**src/rtl/tea_arbiter.sv**
```systemverilog
// Round-robin arbiter that shares one cipher core among N requesters.
// Grants are made from IDLE, the operand is handed to the core, and the
// result is returned to the winning requester with a one-cycle done pulse.
// A per-transaction watchdog forces completion, with a zero result and a
// sticky error flag, if the core never finishes.
//
// state  | meaning
// -------+---------------------------------------------------------------
// IDLE   | no transaction; arbitrate when the core is idle and hold is low
// ISSUE  | core_req high; wait for the core to drop core_ack (accepted)
// BUSY   | core computing; wait for core_ack to return high (result valid)
// DONE   | pulse done to the owner, advance the round-robin pointer

module tea_arbiter #(
    parameter int          N       = 4,
    parameter logic [15:0] TIMEOUT = 16'd1024
) (
    input  logic            clk,
    input  logic            rst,
    input  logic [N-1:0]    req,
    input  logic [32*N-1:0] wdata,
    output logic [N-1:0]    done,
    output logic [31:0]     rdata,
    output logic [1:0]      rid,
    output logic            err,
    output logic            busy,
    input  logic            hold,
    output logic            core_req,
    output logic [31:0]     core_wdata,
    input  logic            core_ack,
    input  logic [31:0]     core_rdata
);

    typedef enum logic [1:0] {
        S_IDLE  = 2'd0,
        S_ISSUE = 2'd1,
        S_BUSY  = 2'd2,
        S_DONE  = 2'd3
    } state_t;

    state_t      state_q, state_d;
    logic [1:0]  ptr_q, ptr_d;
    logic [1:0]  rid_q, rid_d;
    logic [31:0] rdata_q, rdata_d;
    logic [31:0] core_wdata_q, core_wdata_d;
    logic        err_q, err_d;
    logic [15:0] wd_q, wd_d;

    logic        grant_vld;
    logic [1:0]  grant_idx;
    logic [1:0]  cand;

    // Round-robin search: first pending request strictly after the last owner.
    always_comb begin
        grant_vld = 1'b0;
        grant_idx = 2'd0;
        cand      = 2'd0;
        for (int i = 1; i <= N; i++) begin
            cand = 2'((int'(ptr_q) + i) % N);
            if (!grant_vld && req[cand]) begin
                grant_vld = 1'b1;
                grant_idx = cand;
            end
        end
    end

    // Next-state logic for the transaction FSM, watchdog and result capture.
    always_comb begin
        state_d      = state_q;
        ptr_d        = ptr_q;
        rid_d        = rid_q;
        rdata_d      = rdata_q;
        core_wdata_d = core_wdata_q;
        err_d        = err_q;
        wd_d         = wd_q;

        unique case (state_q)
            S_IDLE: begin
                if (grant_vld && !hold && core_ack) begin
                    state_d      = S_ISSUE;
                    rid_d        = grant_idx;
                    core_wdata_d = wdata[32*int'(grant_idx) +: 32];
                    wd_d         = 16'd0;
                end
            end
            S_ISSUE, S_BUSY: begin
                wd_d = wd_q + 16'd1;
                // A stuck core must not hang the requester; the watchdog wins
                // over any core handshake seen on the same edge.
                if (wd_d == TIMEOUT) begin
                    state_d = S_DONE;
                    err_d   = 1'b1;
                    rdata_d = 32'd0;
                end else if (state_q == S_ISSUE) begin
                    if (!core_ack) state_d = S_BUSY;
                end else if (core_ack) begin
                    state_d = S_DONE;
                    rdata_d = core_rdata;
                end
            end
            S_DONE: begin
                ptr_d   = rid_q;
                state_d = S_IDLE;
            end
        endcase
    end

    // State and datapath registers; reset points the pointer at N-1 so that
    // requester 0 has first priority.
    always_ff @(posedge clk) begin
        if (rst) begin
            state_q      <= S_IDLE;
            ptr_q        <= 2'(N - 1);
            rid_q        <= 2'd0;
            rdata_q      <= 32'd0;
            core_wdata_q <= 32'd0;
            err_q        <= 1'b0;
            wd_q         <= 16'd0;
        end else begin
            state_q      <= state_d;
            ptr_q        <= ptr_d;
            rid_q        <= rid_d;
            rdata_q      <= rdata_d;
            core_wdata_q <= core_wdata_d;
            err_q        <= err_d;
            wd_q         <= wd_d;
        end
    end

    // Outputs decoded straight from state so they track the FSM with no lag.
    always_comb begin
        core_req = (state_q == S_ISSUE);
        busy     = (state_q != S_IDLE);
        done     = '0;
        if (state_q == S_DONE) done = {{(N-1){1'b0}}, 1'b1} << rid_q;
    end

    assign rdata      = rdata_q;
    assign rid        = rid_q;
    assign err        = err_q;
    assign core_wdata = core_wdata_q;

endmodule

```
**config.mk**
```make
export PLATFORM = sky130hd
export DESIGN_NAME = tea_arbiter
export DESIGN_NICKNAME = d
export VERILOG_FILES = /design/src/rtl/tea_arbiter.sv
export SDC_FILE = /design/constraint.sdc
export NUM_CORES = 1
export LEC_CHECK = 0
export ABC_AREA = 1
export BUFFER_PORTS_ARGS = -buffer_cell sky130_fd_sc_hd__buf_2
export CAP_MARGIN = 10
export CORE_MARGIN = 2
export CORE_UTILIZATION = 53
export DETAILED_ROUTE_END_ITERATION = 8
export PLACE_DENSITY = 0.88
export SKIP_CTS_REPAIR_TIMING = 1
export SLEW_MARGIN = 5
export SYNTH_ARGS = -nofsm -noshare
export SYNTH_HDL_FRONTEND = slang
export SYNTH_SLANG_ARGS = --single-unit
```
**constraint.sdc**
```tcl
create_clock -name clk -period 3.2 [get_ports clk]
set_clock_uncertainty 0.2 [all_clocks]
set_input_delay 0.64 -clock clk [delete_from_list [all_inputs] [get_ports clk]]
set_output_delay 0.64 -clock clk [all_outputs]
set_load 0.02 [all_outputs]
```
# Word level (Yosys, flattened, before mapping)
# Index checks and enable logic that the tools add are counted.
dict set report totals {
  ff_bits 87
  inputBits 168
  out_inout_bits 73
  wordCells 73
}
dict set report op_classes {
  add_sub_neg 5
  magnitude_cmp 4
  n_eq_ne 8
  n_shift 2
  muxes 28
  reduce_logical 19
}
# cell n
set op_table {}
lappend op_table {{variable part select 128 x 8 -> 32 bit} 1}
lappend op_table {{2-to-1 mux 32 bit} 3}
lappend op_table {{case mux 16 bit (2 select lines)} 1}
lappend op_table {{2-to-1 mux 2 bit} 9}
lappend op_table {{adder 16 x 1 -> 16 bit, second input constant} 1}
lappend op_table {{== test 16 x 11 -> 1 bit, second input constant} 1}
lappend op_table {{2-to-1 mux 16 bit} 1}
lappend op_table {{less-than comparator 2 x 3 -> 1 bit, second input constant} 4}
lappend op_table {{binary-select mux 1 bit (select 2 bit)} 4}
lappend op_table {{2-to-1 mux 1 bit} 8}
lappend op_table {{!= test 4 bit, second input constant} 2}
lappend op_table {{case mux 2 bit (3 select lines)} 1}
lappend op_table {{AND reduction 2 bit} 3}
lappend op_table {{AND reduction 3 bit} 2}
lappend op_table {{nonzero test 2 bit} 3}
lappend op_table {{logical AND 1 bit} 5}
lappend op_table {{adder 2 x 1 -> 2 bit, second input constant} 2}
lappend op_table {{adder 2 bit, second input constant} 2}
lappend op_table {{== test 2 bit, second input constant} 2}
lappend op_table {{zero test 1 bit} 4}
lappend op_table {{2-to-1 mux 4 bit} 1}
lappend op_table {{<< shifter 1 x 2 -> 4 bit, first input constant} 1}
lappend op_table {{== test 2 x 1 -> 1 bit, second input constant} 1}
lappend op_table {{zero test 2 bit} 1}
lappend op_table {{3 further kinds} 3}

# Logic depth before layout (Yosys ltp)
dict set report depth {
  ltp_word 17
  mapped_depth 16
}

# Least setup slack after synthesis
# Ideal clock, no wire load.
dict set report synth_timing {
  path_type {input-to-reg}
  from {input req[3]}
  to {register wd_q[5]}
  setup_time_ns 0.132
  arrival_ns 1.897
  required_time_ns 2.868
  slack_ns 0.970
  cell_stages 12
  cell_sequence {inv_1 -> nand2_1 -> o21ai_0 -> o21ai_0 -> nand3b_4 -> nand3_4 -> buf_6 -> o21ai_2 -> inv_2 -> buf_6 -> nand2_1 -> a21oi_1}
}
dict set report synth_via {
  elab_chain_len 16
}
# item line_no
set synth_rtl {}
lappend synth_rtl {{from (decl)} 20} ;# input logic [N-1:0] req,
lappend synth_rtl {{binary-select mux 1 bit (select 2 bit)} 60} ;# if (!grant_vld && req[cand]) begin
lappend synth_rtl {{2-to-1 mux 1 bit (implied by the code)} 60}
lappend synth_rtl {{2-to-1 mux 1 bit} 60}
lappend synth_rtl {{zero test 1 bit} 60}
lappend synth_rtl {{logical AND 1 bit} 60}
lappend synth_rtl {{2-to-1 mux 1 bit} 60}
lappend synth_rtl {{zero test 1 bit} 60}
lappend synth_rtl {{logical AND 1 bit} 60}
lappend synth_rtl {{2-to-1 mux 1 bit} 60}
lappend synth_rtl {{zero test 1 bit} 60}
lappend synth_rtl {{logical AND 1 bit} 60}
lappend synth_rtl {{2-to-1 mux 1 bit *} 60}
lappend synth_rtl {{logical AND 1 bit * (2 in series)} 79} ;# if (grant_vld && !hold && core_ack) begin
lappend synth_rtl {{!= test 2 bit (no line) *} -}
lappend synth_rtl {{AND reduction 2 bit (no line) *} -}
lappend synth_rtl {{to (signal assigned)} 126} ;# wd_q <= wd_d;
lappend synth_rtl {{to (decl)} 47} ;# logic [15:0] wd_q, wd_d;
# Mark *: on every way between the ends. The rest lies on a longest branch, timed or not. The select of a mux whose other input is x is not followed.
# A chain may end at the register's enable or synchronous reset.

# Final worst setup path
dict set report layout_timing {
  from {register ptr_q[0]}
  to {register core_wdata_q[19], in the netlist core_wdata[19]}
}
dict set report layout_via {
  elab_chain_len 16
}
# item line_no
set layout_rtl {}
lappend layout_rtl {{from (decl)} 42} ;# logic [1:0] ptr_q, ptr_d;
lappend layout_rtl {{from (signal assigned)} 113} ;# ptr_q <= 2'(N - 1);
lappend layout_rtl {{from (signal assigned)} 121} ;# ptr_q <= ptr_d;
lappend layout_rtl {{parallel branches: the longest is 16 deep, another holds adder 2 x 1 -> 2 bit} -}
lappend layout_rtl {{to (signal assigned)} 124} ;# core_wdata_q <= core_wdata_d;
lappend layout_rtl {{to (decl)} 45} ;# logic [31:0] core_wdata_q, core_wdata_d;
# Parallel ways; which one is timed is not known. The select of a mux whose other input is x is not followed.

==> flow_metrics.py <==
metrics = {
    "critical_path": {
        "cpMostUsedCell": "nand2_2",
        "crit_arrival_ns": 2.90,
        "criticalPathCategory": "reg -> reg",
        "cp_slowest_stage_delay_ns": 0.67,
        "cp_max_fo": 17,
        "cp_top_family": "simple AND/OR/NAND/NOR gates",
        "required_ns": 3.32,
        "crit_path_cell_trace": "xnor2_1 > nand2_1 > nand2_2 > nor2_4 > nand2_2 > nand2_2 > clkinv_1 > nand2_2 > nor2_4 > nand3_1 > nand3_1 > nand2_1 > inv_1",
        "cp_num_buf_inv": 2,
        "cpMaxStageDelayCell": "dfxtp_1",
        "end_kind": "flop",
        "start_kind": "flop",
        "r2r_slack_ns": 0.42,
    },
    "place": {
        "port_buffers": 240,
        "dp_hpwl_mm": 12.3,
        "place_ws_ns": 0.473,
        "gp_congestion": 0.905,
        "placed_cell_area_um2": 6820,
    },
    "layout": {
        "layout-drive-gt1-share_pct": 26.6,
        "fin_nets": 1280,
        "final_util_pct": 68.4,
        "final_area_um2": 7060,
        "area_growth_pct": 24.8,
    },
    "clock_network": {
        "clk_latency_ns": 0.36,
        "cts_max_level": 3,
        "cts_tree": "yes",
        "cts_buffer_depth": 2,
        "root_buffer": "clkbuf_8",
        "clock_sinks": 87,
        "clkTransAtPathRegs_ns": 0.10,
        "numCtsBuffers": 9,
    },
    "sta": {
        "setup_viol": 0,
        "fmax_mhz": 360,
        "finalHoldViolCount": 0,
        "postLayoutSetupSlackWorst_ns": 0.422,
        "rsz0062_at_grt": "no",
        "timing.final.crit_share_pct": 86.8,
        "drv_slew": 0,
        "max_slew_margin_pct": 46.5,
        "setup_tns_ns": 0,
        "worstMarginPinSlew_ns": 0.802,
        "fin_crit_ns": 2.78,
    },
    "run_status": {
        "status": "finished, final reports clean",
    },
    "synth": {
        "synth_edf_count": 0,
        "synthFlopType": "dfxtp_1",
        "synth_top_area_share_pct": 30.8,
        "synth_cells": 898,
        "syn_nets": 1070,
        "synth_warnings": 0,
        "synthArstFlopShare_pct": 0,
        "syn-cell-area_um2": 5660,
        "yosys.area.top_type": "dfxtp_1",
        "ys_types": 40,
        "yosys-top-cells-area": "dfxtp_1 31%, nand2_1 16%, nand3_1 13%",
        "yosysSeqAreaShare_pct": 30.8,
        "synth.avg_cell_area_um2": 6.30,
        "yosys_register_bits": 87,
    },
    "detailed_routing": {
        "route.detailed.drc": 0,
        "drt-initial-drc-count": 499,
        "first_pass_iters": 5,
        "wl_per_cell_um": 13.5,
        "ant_nets": 0,
        "routed_wl_mm": 16.9,
        "via_count": 6587,
        "viasPerCell": 5.27,
    },
    "job": {
        "cap_viol_max_count": 0,
    },
    "global_routing": {
        "met3_usage_pct": 7.38,
        "antenna_found_initial": 0,
        "use_met1_pct": 35.5,
        "grt_pass1_vias": 6108,
        "grt_use_met2_pct": 48.3,
        "grt_pass1_wl_mm": 27.5,
        "grt_max_degree": 65,
        "grt_most_used_layer": "met2",
        "overflow": 0,
        "grt_use_total_pct": 29.1,
    },
    "hold_path": {
        "hp-class": "reg -> reg",
    },
    "die": {
        "io_pins": 241,
        "initial_core_util_pct": 54.8,
        "die-area_um2": 11500,
        "die_w_um": 107,
        "design.core.area_um2": 10300,
        "num_rows": 37,
        "dieHeight_um": 107,
    },
    "power": {
        "vdd_ir_drop_max_uv": 553,
        "power_leakage_nw": 3.92,
        "power.density_nw_per_um2": 691,
    },
}
## tightest hold or removal path: cells and delay by family (launching register included)
kind | cells | cell delay, ns
buffers and inverters | 1 | 0.05
DFF | 1 | 0.32
AOI/OAI and AO/OA | 1 | 0.05
## final timing paths
path / from / depth (start not counted) / to
worst max-delay path: ptr_q[0]$_SDFFE_PP1P_ / 13 / core_wdata[19]$_SDFFE_PP0P_
worst min-delay path: err$_SDFFE_PP0P_ / 2 / err$_SDFFE_PP0P_
worst max register to register: ptr_q[0]$_SDFFE_PP1P_ / 13 / core_wdata[19]$_SDFFE_PP0P_
worst min register to register: err$_SDFFE_PP0P_ / 2 / err$_SDFFE_PP0P_
## layer usage
layer / routed length, µm / vias to the layer above
li1: - / 3269
met1: 6850 / 2952
met2: 7980 / 305
met3: 1460 / 61
met4: 640 / 0
met5: 0 / -
## state kept, by name, summed over array words and instances, names as in the netlist
signal	flops
core_wdata	32
rid	2
err	1
state_q	2
ptr_q	2
wd_q	16
rdata	32
## layout make-up
class | instances | area (µm²)
antenna | 1 | 2.50
clock buffer | 10 | 138
clock inverter | 6 | 97.6
fill | 903 | 3260
inverter | 166 | 626
multi-input combinational | 590 | 2970
sequential | 87 | 1740
tap | 136 | 170
timing repair buffer | 254 | 1320
## through the flow
| step | power, mW | instances | hold slack (ns) |
|---|---|---|---|
| 5_1_grt | 5.22 | 1249 | 0.276 |
| 6_report | 4.88 | 1250 | 0.261 |
| 4_1_cts | 4.86 | 1249 | 0.265 |
| 3_3_place_gp | 3.90 | 1233 | 0.238 |
| 2_1_floorplan | 3.38 | 898 | 0.247 |
| 3_5_place_dp | 3.96 | 1233 | 0.251 |
## cell usage after synthesis (2+ instances only)
| master | count |
|---|---|
| a21oi_1 | 49 |
| buf_1 | 3 |
| buf_2 | 22 |
| buf_4 | 4 |
| buf_6 | 10 |
| clkbuf_1 | 16 |
| dfxtp_1 | 87 |
| ha_1 | 4 |
| inv_1 | 162 |
| inv_2 | 2 |
| nand2_1 | 234 |
| nand2_2 | 5 |
| nand3_1 | 145 |
| nand3b_1 | 32 |
| nand4_1 | 37 |
| nor2_1 | 30 |
| nor2_4 | 4 |
| o211ai_1 | 2 |
| o21a_1 | 16 |
| o21ai_0 | 5 |
| o21ai_1 | 4 |
| o21ai_2 | 2 |
| or2_2 | 2 |
| xnor2_1 | 4 |
| xor2_1 | 2 |
## layout by cell type (no fill, tap or decap), types with 2 or more instances in the layout
| cell | n |
|---|---|
| buf_2 | 240 |
| nand2_1 | 234 |
| inv_1 | 162 |
| nand3_1 | 145 |
| dfxtp_1 | 87 |
| a21oi_1 | 49 |
| nand4_1 | 37 |
| nand3b_1 | 32 |
| nor2_1 | 29 |
| o21a_1 | 16 |
| buf_4 | 13 |
| clkbuf_8 | 10 |
| o21ai_0 | 5 |
| nand2_2 | 5 |
| xnor2_1 | 4 |
| o21ai_1 | 4 |
| nor2_4 | 4 |
| ha_1 | 4 |
| xor2_1 | 2 |
| o21ai_2 | 2 |
| inv_2 | 2 |
| or2_2 | 2 |
| nor2_2 | 2 |
| o211ai_1 | 2 |
| bufinv_16 | 2 |
| inv_6 | 2 |
## power by group
| part | total, mW | internal [mW] | switching [mW] | leakage, nW |
|---|---|---|---|---|
| registers | 1.41 | 1.28 | 0.129 | 0.708 |
| clock network | 0.900 | 0.474 | 0.426 | 0.119 |
| logic | 2.57 | 0.838 | 1.73 | 3.09 |
## cells by family (layout without fill, tap and decap cells)
group	Yosys count	in the layout	share of synthesized area (%)
AOI/OAI and AO/OA	83	83	8.70
buffers and inverters	221	436	16.8
adders and majority gates	4	4	0.885
other	0	1	0
and+or+nand+nor	497	497	41.9
DFF	87	87	30.8
xor gates and xnor gates	6	6	0.929
No activity file was read; power rests on OpenSTA's default activity.
